### config.mk
export PLATFORM = sky130hd
export DESIGN_NAME = pipeline_hazard_ctrl_flat
export DESIGN_NICKNAME = d
export VERILOG_FILES = /design/src/rtl/pipeline_hazard_ctrl_if.sv /design/src/rtl/pipeline_hazard_ctrl.sv /design/src/flat_wrapper.sv
export SDC_FILE = /design/constraint.sdc
export NUM_CORES = 1
export LEC_CHECK = 0
export CORE_MARGIN = 2
export CORE_UTILIZATION = 30
export CTS_CLUSTER_DIAMETER = 120
export DETAILED_ROUTE_END_ITERATION = 12
export PLACE_DENSITY = 0.71
export REMOVE_ABC_BUFFERS = 1
export SLEW_MARGIN = 10
export SYNTH_ARGS = -nofsm -noshare
export SYNTH_HDL_FRONTEND = slang
export SYNTH_SLANG_ARGS = --single-unit
### constraint.sdc
create_clock -name clk -period 1.9 [get_ports clk]
set_input_delay 0.38 -clock clk [delete_from_list [all_inputs] [get_ports clk]]
set_output_delay 0.38 -clock clk [all_outputs]
set_load 0.01 [all_outputs]
### src/rtl/pipeline_hazard_ctrl_if.sv
// Hazard-control bundle: decode/execute status in, stall/flush/forward controls and
// performance counters out. master = pipeline side, slave = hazard controller.
interface pipeline_hazard_ctrl_if #(
  parameter int REG_ADDR_W = 5,
  parameter int CNT_W      = 32
);
  logic                  id_valid;
  logic [REG_ADDR_W-1:0] id_rs1;
  logic [REG_ADDR_W-1:0] id_rs2;
  logic                  id_rs1_used;
  logic                  id_rs2_used;
  logic [REG_ADDR_W-1:0] id_rd;
  logic                  id_regwrite;
  logic                  id_memread;
  logic                  ex_busy;
  logic                  redirect;
  logic                  stall_f;
  logic                  stall_d;
  logic                  stall_e;
  logic                  flush_d;
  logic                  flush_e;
  logic                  flush_m;
  logic [1:0]            fwd_a_e;
  logic [1:0]            fwd_b_e;
  logic [CNT_W-1:0]      stall_cnt;
  logic [CNT_W-1:0]      flush_cnt;

  modport master (
    output id_valid, id_rs1, id_rs2, id_rs1_used, id_rs2_used, id_rd,
           id_regwrite, id_memread, ex_busy, redirect,
    input  stall_f, stall_d, stall_e, flush_d, flush_e, flush_m,
           fwd_a_e, fwd_b_e, stall_cnt, flush_cnt
  );

  modport slave (
    input  id_valid, id_rs1, id_rs2, id_rs1_used, id_rs2_used, id_rd,
           id_regwrite, id_memread, ex_busy, redirect,
    output stall_f, stall_d, stall_e, flush_d, flush_e, flush_m,
           fwd_a_e, fwd_b_e, stall_cnt, flush_cnt
  );
endinterface

### src/rtl/pipeline_hazard_ctrl.sv
// Five-stage pipeline hazard controller: load-use/busy stalls, redirect flushes, EX forwarding.
// Optional stall/redirect performance counters are built only when HAZARD_PERF_CNT_EN is defined.
module pipeline_hazard_ctrl #(
  parameter int REG_ADDR_W = 5,
  parameter int BR_RESOLVE = 2,
  parameter int CNT_W      = 32
) (
  input  logic                  clk,
  input  logic                  reset,
  pipeline_hazard_ctrl_if.slave hz
);

  typedef struct packed {
    logic                  valid;
    logic [REG_ADDR_W-1:0] rd;
    logic                  regwrite;
    logic                  memread;
    logic [REG_ADDR_W-1:0] rs1;
    logic [REG_ADDR_W-1:0] rs2;
    logic                  rs1_used;
    logic                  rs2_used;
  } entry_t;

  localparam entry_t BUBBLE = '0;
  localparam logic   BR_MEM = (BR_RESOLVE == 2);

  entry_t d_entry;
  entry_t e_q, e_d, m_q, m_d, w_q, w_d;
  logic   lu;
  logic   stall_f, stall_d, stall_e, flush_d, flush_e, flush_m;

  // Invalid decode slots enter EX as bubbles so they can never hazard or forward.
  always_comb begin
    d_entry          = BUBBLE;
    d_entry.valid    = hz.id_valid;
    d_entry.rd       = hz.id_rd;
    d_entry.regwrite = hz.id_valid & hz.id_regwrite;
    d_entry.memread  = hz.id_valid & hz.id_memread;
    d_entry.rs1      = hz.id_rs1;
    d_entry.rs2      = hz.id_rs2;
    d_entry.rs1_used = hz.id_valid & hz.id_rs1_used;
    d_entry.rs2_used = hz.id_valid & hz.id_rs2_used;
  end

  assign lu = e_q.valid && e_q.memread && (e_q.rd != '0) &&
              ((d_entry.rs1_used && (d_entry.rs1 == e_q.rd)) ||
               (d_entry.rs2_used && (d_entry.rs2 == e_q.rd)));

  // Redirect outranks busy, which outranks load-use.
  always_comb begin
    // NOTE: every output gets a default first so no path through the block infers a latch.
    stall_f = 1'b0;
    stall_d = 1'b0;
    stall_e = 1'b0;
    flush_d = 1'b0;
    flush_e = 1'b0;
    flush_m = 1'b0;
    e_d     = d_entry;
    m_d     = e_q;
    w_d     = m_q;
    if (hz.redirect) begin
      flush_d = 1'b1;
      flush_e = 1'b1;
      e_d     = BUBBLE;
      if (BR_MEM) begin
        flush_m = 1'b1;
        m_d     = BUBBLE;
      end
    end else if (hz.ex_busy) begin
      stall_f = 1'b1;
      stall_d = 1'b1;
      stall_e = 1'b1;
      flush_m = 1'b1;
      e_d     = e_q;
      m_d     = BUBBLE;
    end else if (lu) begin
      stall_f = 1'b1;
      stall_d = 1'b1;
      flush_e = 1'b1;
      e_d     = BUBBLE;
    end
    // Controls drop the moment reset asserts, without waiting for a clock.
    if (!reset) begin
      stall_f = 1'b0;
      stall_d = 1'b0;
      stall_e = 1'b0;
      flush_d = 1'b0;
      flush_e = 1'b0;
      flush_m = 1'b0;
    end
  end

  always_ff @(posedge clk or negedge reset) begin
    if (!reset) begin
      e_q <= BUBBLE;
      m_q <= BUBBLE;
      w_q <= BUBBLE;
    end else begin
      // NOTE: non-blocking so E, M and W all shift from their pre-edge values.
      e_q <= e_d;
      m_q <= m_d;
      w_q <= w_d;
    end
  end

  function automatic logic [1:0] fwd_sel(input logic [REG_ADDR_W-1:0] rs, input logic used,
                                         input entry_t m, input entry_t w);
    if (used && (rs != '0) && m.valid && m.regwrite && (m.rd == rs))      return 2'b10;
    else if (used && (rs != '0) && w.valid && w.regwrite && (w.rd == rs)) return 2'b01;
    else                                                                  return 2'b00;
  endfunction

  assign hz.fwd_a_e = fwd_sel(e_q.rs1, e_q.rs1_used, m_q, w_q);
  assign hz.fwd_b_e = fwd_sel(e_q.rs2, e_q.rs2_used, m_q, w_q);
  assign hz.stall_f = stall_f;
  assign hz.stall_d = stall_d;
  assign hz.stall_e = stall_e;
  assign hz.flush_d = flush_d;
  assign hz.flush_e = flush_e;
  assign hz.flush_m = flush_m;

`ifdef HAZARD_PERF_CNT_EN
  logic [CNT_W-1:0] stall_cnt_q, stall_cnt_d, flush_cnt_q, flush_cnt_d;

  // Saturating counters: they stick at all-ones rather than wrap.
  always_comb begin
    stall_cnt_d = stall_cnt_q;
    flush_cnt_d = flush_cnt_q;
    if (stall_f && (stall_cnt_q != '1))     stall_cnt_d = stall_cnt_q + CNT_W'(1);
    if (hz.redirect && (flush_cnt_q != '1)) flush_cnt_d = flush_cnt_q + CNT_W'(1);
  end

  always_ff @(posedge clk or negedge reset) begin
    if (!reset) begin
      stall_cnt_q <= '0;
      flush_cnt_q <= '0;
    end else begin
      stall_cnt_q <= stall_cnt_d;
      flush_cnt_q <= flush_cnt_d;
    end
  end

  assign hz.stall_cnt = stall_cnt_q;
  assign hz.flush_cnt = flush_cnt_q;
`else
  assign hz.stall_cnt = '0;
  assign hz.flush_cnt = '0;
`endif

endmodule
### src/flat_wrapper.sv
// flat-port wrapper written by rule: the top's interface ports become plain ports
module pipeline_hazard_ctrl_flat 
#(
  parameter int REG_ADDR_W = 5,
  parameter int BR_RESOLVE = 2,
  parameter int CNT_W      = 32
)
  (clk, reset, hz_id_valid, hz_id_rs1, hz_id_rs2, hz_id_rs1_used, hz_id_rs2_used, hz_id_rd, hz_id_regwrite, hz_id_memread, hz_ex_busy, hz_redirect, hz_stall_f, hz_stall_d, hz_stall_e, hz_flush_d, hz_flush_e, hz_flush_m, hz_fwd_a_e, hz_fwd_b_e, hz_stall_cnt, hz_flush_cnt);
  pipeline_hazard_ctrl_if #(.REG_ADDR_W(REG_ADDR_W), .CNT_W(CNT_W)) hz_i ();
  input  logic clk;
  input  logic reset;
  input wire logic [$bits(hz_i.id_valid)-1:0] hz_id_valid;
  input wire logic [$bits(hz_i.id_rs1)-1:0] hz_id_rs1;
  input wire logic [$bits(hz_i.id_rs2)-1:0] hz_id_rs2;
  input wire logic [$bits(hz_i.id_rs1_used)-1:0] hz_id_rs1_used;
  input wire logic [$bits(hz_i.id_rs2_used)-1:0] hz_id_rs2_used;
  input wire logic [$bits(hz_i.id_rd)-1:0] hz_id_rd;
  input wire logic [$bits(hz_i.id_regwrite)-1:0] hz_id_regwrite;
  input wire logic [$bits(hz_i.id_memread)-1:0] hz_id_memread;
  input wire logic [$bits(hz_i.ex_busy)-1:0] hz_ex_busy;
  input wire logic [$bits(hz_i.redirect)-1:0] hz_redirect;
  output wire logic [$bits(hz_i.stall_f)-1:0] hz_stall_f;
  output wire logic [$bits(hz_i.stall_d)-1:0] hz_stall_d;
  output wire logic [$bits(hz_i.stall_e)-1:0] hz_stall_e;
  output wire logic [$bits(hz_i.flush_d)-1:0] hz_flush_d;
  output wire logic [$bits(hz_i.flush_e)-1:0] hz_flush_e;
  output wire logic [$bits(hz_i.flush_m)-1:0] hz_flush_m;
  output wire logic [$bits(hz_i.fwd_a_e)-1:0] hz_fwd_a_e;
  output wire logic [$bits(hz_i.fwd_b_e)-1:0] hz_fwd_b_e;
  output wire logic [$bits(hz_i.stall_cnt)-1:0] hz_stall_cnt;
  output wire logic [$bits(hz_i.flush_cnt)-1:0] hz_flush_cnt;
  assign hz_i.id_valid = hz_id_valid;
  assign hz_i.id_rs1 = hz_id_rs1;
  assign hz_i.id_rs2 = hz_id_rs2;
  assign hz_i.id_rs1_used = hz_id_rs1_used;
  assign hz_i.id_rs2_used = hz_id_rs2_used;
  assign hz_i.id_rd = hz_id_rd;
  assign hz_i.id_regwrite = hz_id_regwrite;
  assign hz_i.id_memread = hz_id_memread;
  assign hz_i.ex_busy = hz_ex_busy;
  assign hz_i.redirect = hz_redirect;
  assign hz_stall_f = hz_i.stall_f;
  assign hz_stall_d = hz_i.stall_d;
  assign hz_stall_e = hz_i.stall_e;
  assign hz_flush_d = hz_i.flush_d;
  assign hz_flush_e = hz_i.flush_e;
  assign hz_flush_m = hz_i.flush_m;
  assign hz_fwd_a_e = hz_i.fwd_a_e;
  assign hz_fwd_b_e = hz_i.fwd_b_e;
  assign hz_stall_cnt = hz_i.stall_cnt;
  assign hz_flush_cnt = hz_i.flush_cnt;
  pipeline_hazard_ctrl #(.REG_ADDR_W(REG_ADDR_W), .BR_RESOLVE(BR_RESOLVE), .CNT_W(CNT_W)) u_core (.clk(clk), .reset(reset), .hz(hz_i));
endmodule
==> flow_metrics.py, run 1 <==
metrics = {
    "clock_tree": {
        "clock_sinks": 34,
        "cts_buffers": 5,
        "htree_levels": 2,
        "hold_buffers": 0,
        "cts_root_buf": "clkbuf_8",
        "clock_latency_ns": 0.29,
        "clkTransAtPathRegs_ns": 0.06,
        "max-clock-path-buffers": 2,
        "cts_tree": "built",
    },
    "die": {
        "ios": 98,
        "start_util": 0.312,
        "num_rows": 31,
        "coreArea_um2": 7290,
        "die-area_um2": 8290,
        "die_w_um": 91.1,
        "die_h_um": 91.1,
    },
    "status": {
        "status": "complete, but fails checks",
        "violations": "setup timing",
    },
    "global_route": {
        "grt_pass1_wl_um": 8140,
        "globalRouteOverflowTotal": 0,
        "antenna_found_initial": 0,
        "grt_max_degree": 46,
        "grt_use_total": 0.124,
        "grt_pass1_vias": 1563,
    },
    "synthesis": {
        "yosysTopAreaCell": "dfrtp_1",
        "syn_inst": 243,
        "synth.ff_latch_count": 34,
        "synth_commonest_cells": "buf_4, dfrtp_1, o21ai_0, xnor2_1, nand2_1",
        "synth_flop_cell": "dfrtp_1",
        "yosys-top-cells-area": "dfrtp_1, buf_4, xnor2_1, a32oi_1, o21ai_0",
        "synth-seq-area-share": 0.374,
        "synth_warnings": 0,
        "netlist.area_leader.share": 0.374,
        "syn_avg_cell_area_um2": 9.36,
        "async_reset_ff_frac": 1.00,
        "yosysMostFrequentCell": "buf_4",
        "syn-cell-area_um2": 2270,
        "synth_edf_count": 0,
        "synth_cell_types": 27,
    },
    "placement": {
        "placed_area_um2": 2730,
        "post-place-ws_ns": -0.704,
        "dp_hpwl_um": 3870,
        "gp_congestion": 0.807,
        "portBuffers": 33,
    },
    "timing": {
        "worst_slack_ns": -0.351,
        "holdWs_ns": 0.376,
        "fin_crit_sh": 1.18,
        "skew_ns": 0.00338,
        "fin_crit_ns": 2.25,
        "setup_viol": 8,
        "drv_slew": 0,
        "max_freq_mhz": 444,
        "rsz0062_at_grt": "true",
        "hold_viol_final": 0,
    },
    "worst_setup_path": {
        "crit_fanout": 2,
        "arrival_ns": 1.87,
        "crit_path_start_kind": "flip-flop",
        "required_ns": 1.52,
        "worstSetupEndpointType": "output pin",
        "path_class": "reg2out",
    },
    "route": {
        "drcViolationCount": 0,
        "wl_met3_um": 329,
        "wl_met2_um": 2840,
        "drt_first_pass_iters": 4,
        "post_drt_wl_per_cell_um": 13.1,
        "drt-vias-per-instance": 4.38,
        "routed.top_layer": "met4",
        "postRouteAntennaNets": 0,
        "routed_wl_um": 5390,
        "wl_met1_um": 2160,
        "route.vias.total": 1808,
        "drt_iter0_drc": 100,
    },
    "layout": {
        "final_area_um2": 2940,
        "layout-drive-gt1-share": 0.239,
        "area_growth_pct": 29.2,
        "nNetsFinal": 339,
        "final_util": 0.403,
        "diodes": 0,
        "fillers": 732,
    },
    "pwr": {
        "power_density_nw_per_um2": 626,
        "vdd_drop_max_v": 0.000275,
        "p_leak_nw": 1.36,
        "finalPower_w": 0.00184,
    },
    "hold_path": {
        "hp-class": "reg2reg",
    },
    "run": {
        "drv_cap": 0,
    },
}
cell families (layout without fill, tap and decap cells):
kind of cell | Yosys count | after routing | share of synthesized area
buffers and inverters | 76 | 84 | 0.239
AND/OR/NAND/NOR | 58 | 58 | 0.136
AO/OA/AOI/OAI | 44 | 44 | 0.134
flip-flops | 34 | 34 | 0.374
XOR/XNOR | 30 | 30 | 0.116
other | 1 | 64 | 0.00165
per-layer routing:
metal  up-vias  global-route usage
li1        855                   -
met1       874               0.152
met2        74               0.215
met3         5              0.0340
met4         0              0.0354
met5         -                   0
report_power, final:
group	leakage, nW	total [W]	switching, W	internal (W)
Combinational	0.869	0.000497	0.000259	0.000237
Sequential	0.448	0.000820	0.0000459	0.000774
Clock	0.0431	0.000522	0.000243	0.000279
cell usage in the layout, fill, tap and decap left out, types with 3 or more instances in the layout:
cell,count
conb_1,64
buf_4,41
dfrtp_1,33
clkdlybuf4s50_1,24
nand2_1,19
o21ai_0,18
xnor2_1,17
a32oi_1,16
xor2_1,10
and2_1,9
nand4_1,6
nand3_1,6
clkbuf_8,6
buf_6,6
buf_2,5
or4_4,3
xnor2_2,3
critical path: stages, from the launching register on:
cell,delay (ns)
dfrtp_1,0.39
or4_4,0.54
o211ai_2,0.19
buf_4,0.15
nor3b_2,0.04
a21o_1,0.16
buf_2,0.13
through the flow:
step	cells	TNS, ns
detailed placement	403	-7.87
finish	413	-2.21
global route	413	-2.80
floorplan	230	-6.97
CTS	413	-2.27
global placement	403	-7.70
sequential cells by signal, summed over array words and instances (netlist names):
name	flops
u_core.w_q	7
u_core.e_q	20
u_core.m_q	7
repair_timing:
| item | 4_1_cts | 5_1_grt |
|---|---|---|
| pin swaps | 10 | 12 |
| gates resized for setup | 43 | 15 |
| buffers inserted | 4 | 0 |
| hold endpoints to repair | 0 | 0 |
| endpoints found under the setup margin | 10 | 21 |
path summary, 6_finish.rpt:
path,from,end,slack [ns],depth (start not counted)
hold / removal,u_core.m_q[13],u_core.w_q[13],0.38,0
hold reg to reg,u_core.m_q[13],u_core.w_q[13],0.38,0
setup / recovery,u_core.e_q[17],hz_stall_d,-0.35,6
setup reg to reg,u_core.e_q[17],u_core.e_q[11],0.05,6
min in group asynchronous,reset,u_core.e_q[15],0.69,2
max in group asynchronous,reset,u_core.e_q[10],0.87,2
area by class of cell:
type / count / area, um2 / share of cell area
clock buffers: 6 / 82.6 / 0.0281
multi-input cells: 196 / 1220 / 0.416
flip-flops and latches: 34 / 852 / 0.290
well taps: 99 / 124 / 0.0421
repair buffers: 78 / 658 / 0.224
Power figures use the tool's default switching activity.
==> inputs of run 2 (changes only) <==
PLACE_DENSITY = 0.69   (was 0.71)
clock period = 2.4 ns   (was 1.9 ns; I/O delays follow)
==> flow_metrics.py, run 2 (synthesis gave the netlist of run 1 again) <==
metrics = {
    "timing": {
        "worst_slack_ns": 0.0478,
        "drv_slew": 0,
        "hold_viol_final": 0,
        "holdWs_ns": 0.376,
        "skew_ns": 0.00309,
        "fin_crit_sh": 0.980,
        "rsz0062_at_grt": "true",
        "fin_crit_ns": 2.35,
        "tns_ns": 0,
        "max_freq_mhz": 425,
        "setup_viol": 0,
    },
    "placement": {
        "placed_cells": 393,
        "portBuffers": 33,
        "post-place-ws_ns": -0.391,
        "gp_congestion": 0.790,
        "dp_hpwl_um": 3750,
    },
    "layout": {
        "final_common_cell": "conb_1",
        "final_cell_mix": "conb_1, buf_4, dfrtp_1",
        "largest_reg_flops": 20,
        "nNetsFinal": 329,
        "fillers": 751,
        "diodes": 0,
        "regMostFlops": "u_core.e_q",
        "area_growth_pct": 24.8,
        "largest_registers": "u_core.e_q (20), u_core.m_q (7), u_core.w_q (7)",
        "layout-drive-gt1-share": 0.206,
        "fin_cells": 405,
    },
    "hold_path": {
        "hp-class": "reg2reg",
        "hp-start": "u_core.m_q[19]",
    },
    "die": {
        "coreArea_um2": 7290,
        "die-area_um2": 8290,
        "ios": 98,
        "die_h_um": 91.1,
        "start_util": 0.312,
        "num_rows": 31,
        "die_w_um": 91.1,
    },
    "worst_setup_path": {
        "r2r_start": "u_core.e_q[17]",
        "crit_path_start_kind": "flip-flop",
        "path_class": "reg2out",
        "startpoint": "u_core.e_q[17]",
        "arrival_ns": 1.87,
        "r2r_slack_ns": 0.57,
        "crit_fanout": 2,
        "required_ns": 1.92,
        "worstSetupEndpointType": "output pin",
    },
    "clock_tree": {
        "hold_buffers": 0,
        "htree_levels": 2,
        "clkTransAtPathRegs_ns": 0.07,
        "clock_latency_ns": 0.28,
        "cts_tree": "built",
        "cts_buffers": 5,
        "clock_sinks": 34,
        "max-clock-path-buffers": 2,
        "cts_root_buf": "clkbuf_8",
    },
    "route": {
        "route.vias.total": 1768,
        "drt_first_pass_iters": 4,
        "drt_iter0_drc": 104,
        "drt-vias-per-instance": 4.37,
        "drcViolationCount": 0,
        "routed_wl_um": 5140,
        "postRouteAntennaNets": 0,
        "post_drt_wl_per_cell_um": 12.7,
    },
    "global_route": {
        "globalRouteOverflowTotal": 0,
        "antenna_found_initial": 0,
        "grt_max_degree": 46,
        "grt_pass1_wl_um": 8120,
        "grt_pass1_vias": 1579,
        "grt_use_total": 0.123,
    },
    "pwr": {
        "p_leak_nw": 1.35,
        "vdd_drop_max_v": 0.000249,
        "finalPower_w": 0.00143,
        "power_density_nw_per_um2": 505,
    },
    "run": {
        "drv_cap": 0,
    },
    "status": {
        "status": "complete, no violations",
    },
}
## run 2: cell count changes in the layout (fill, tap and decap cells not counted), moves of 2 or more
cell	previous run	this run
buf_4	41	35
buf_6	6	0
clkdlybuf4s50_1	24	21
dlymetal6s2s_1	0	4
o21ai_2	0	2
o21ai_4	2	0
## run 2: area by class of cell
class	instances	area, um2	share of cell area
clock buffers	7	86.3	0.0304
flip-flops and latches	34	851	0.300
clock inverters	1	5.00	0.00176
repair buffers	68	571	0.201
multi-input cells	196	1200	0.423
well taps	99	124	0.0437
## run 2: critical path, cell delays in order, from the launching register on
cell      delay (ns)
dfrtp_1         0.38
or4_4           0.54
o211ai_2        0.19
buf_4           0.15
nor3b_2         0.04
a21o_1          0.16
buf_2           0.14
## run 2: power by group
group          total (W)  internal [W]  switching, W
Clock           0.000425      0.000231      0.000193
Sequential      0.000649      0.000612     0.0000366
Combinational   0.000360      0.000168      0.000193
## run 2: what timing repair did
| item | 4_1_cts | 5_1_grt |
|---|---|---|
| pin swaps | 8 | 12 |
| endpoints found under the setup margin | 7 | 5 |
| gates resized for setup | 31 | 15 |
| setup buffers | 3 | 1 |
## run 2: worst paths after layout
kind                                   to  cells after the start
min reg2reg                u_core.w_q[19]                      0
min in group asynchronous  u_core.e_q[18]                      2
max reg2reg                 u_core.e_q[4]                      6
min                        u_core.w_q[19]                      0
max in group asynchronous  u_core.m_q[13]                      2
max                            hz_stall_d                      6
## run 2: stage by stage
step,instance area (um2),utilization
global route,2840,0.389
finish,2840,0.389
detailed placement,2660,0.364
floorplan,1970,-
global placement,2660,0.364
CTS,2780,0.381
## run 2: layer usage
layer / global-route usage / vias up / wire length, um
li1: - / 843 / -
met1: 0.170 / 830 / 2200
met2: 0.191 / 86 / 2430
met3: 0.0199 / 9 / 381
met4: 0.0492 / 0 / 125
met5: 0 / - / 0
==> inputs of run 3 (changes only) <==
SLEW_MARGIN = 20   (was 10)
==> results of run 3 <==
Same layout as run 2: the final DEF is identical, and so are final timing and power.
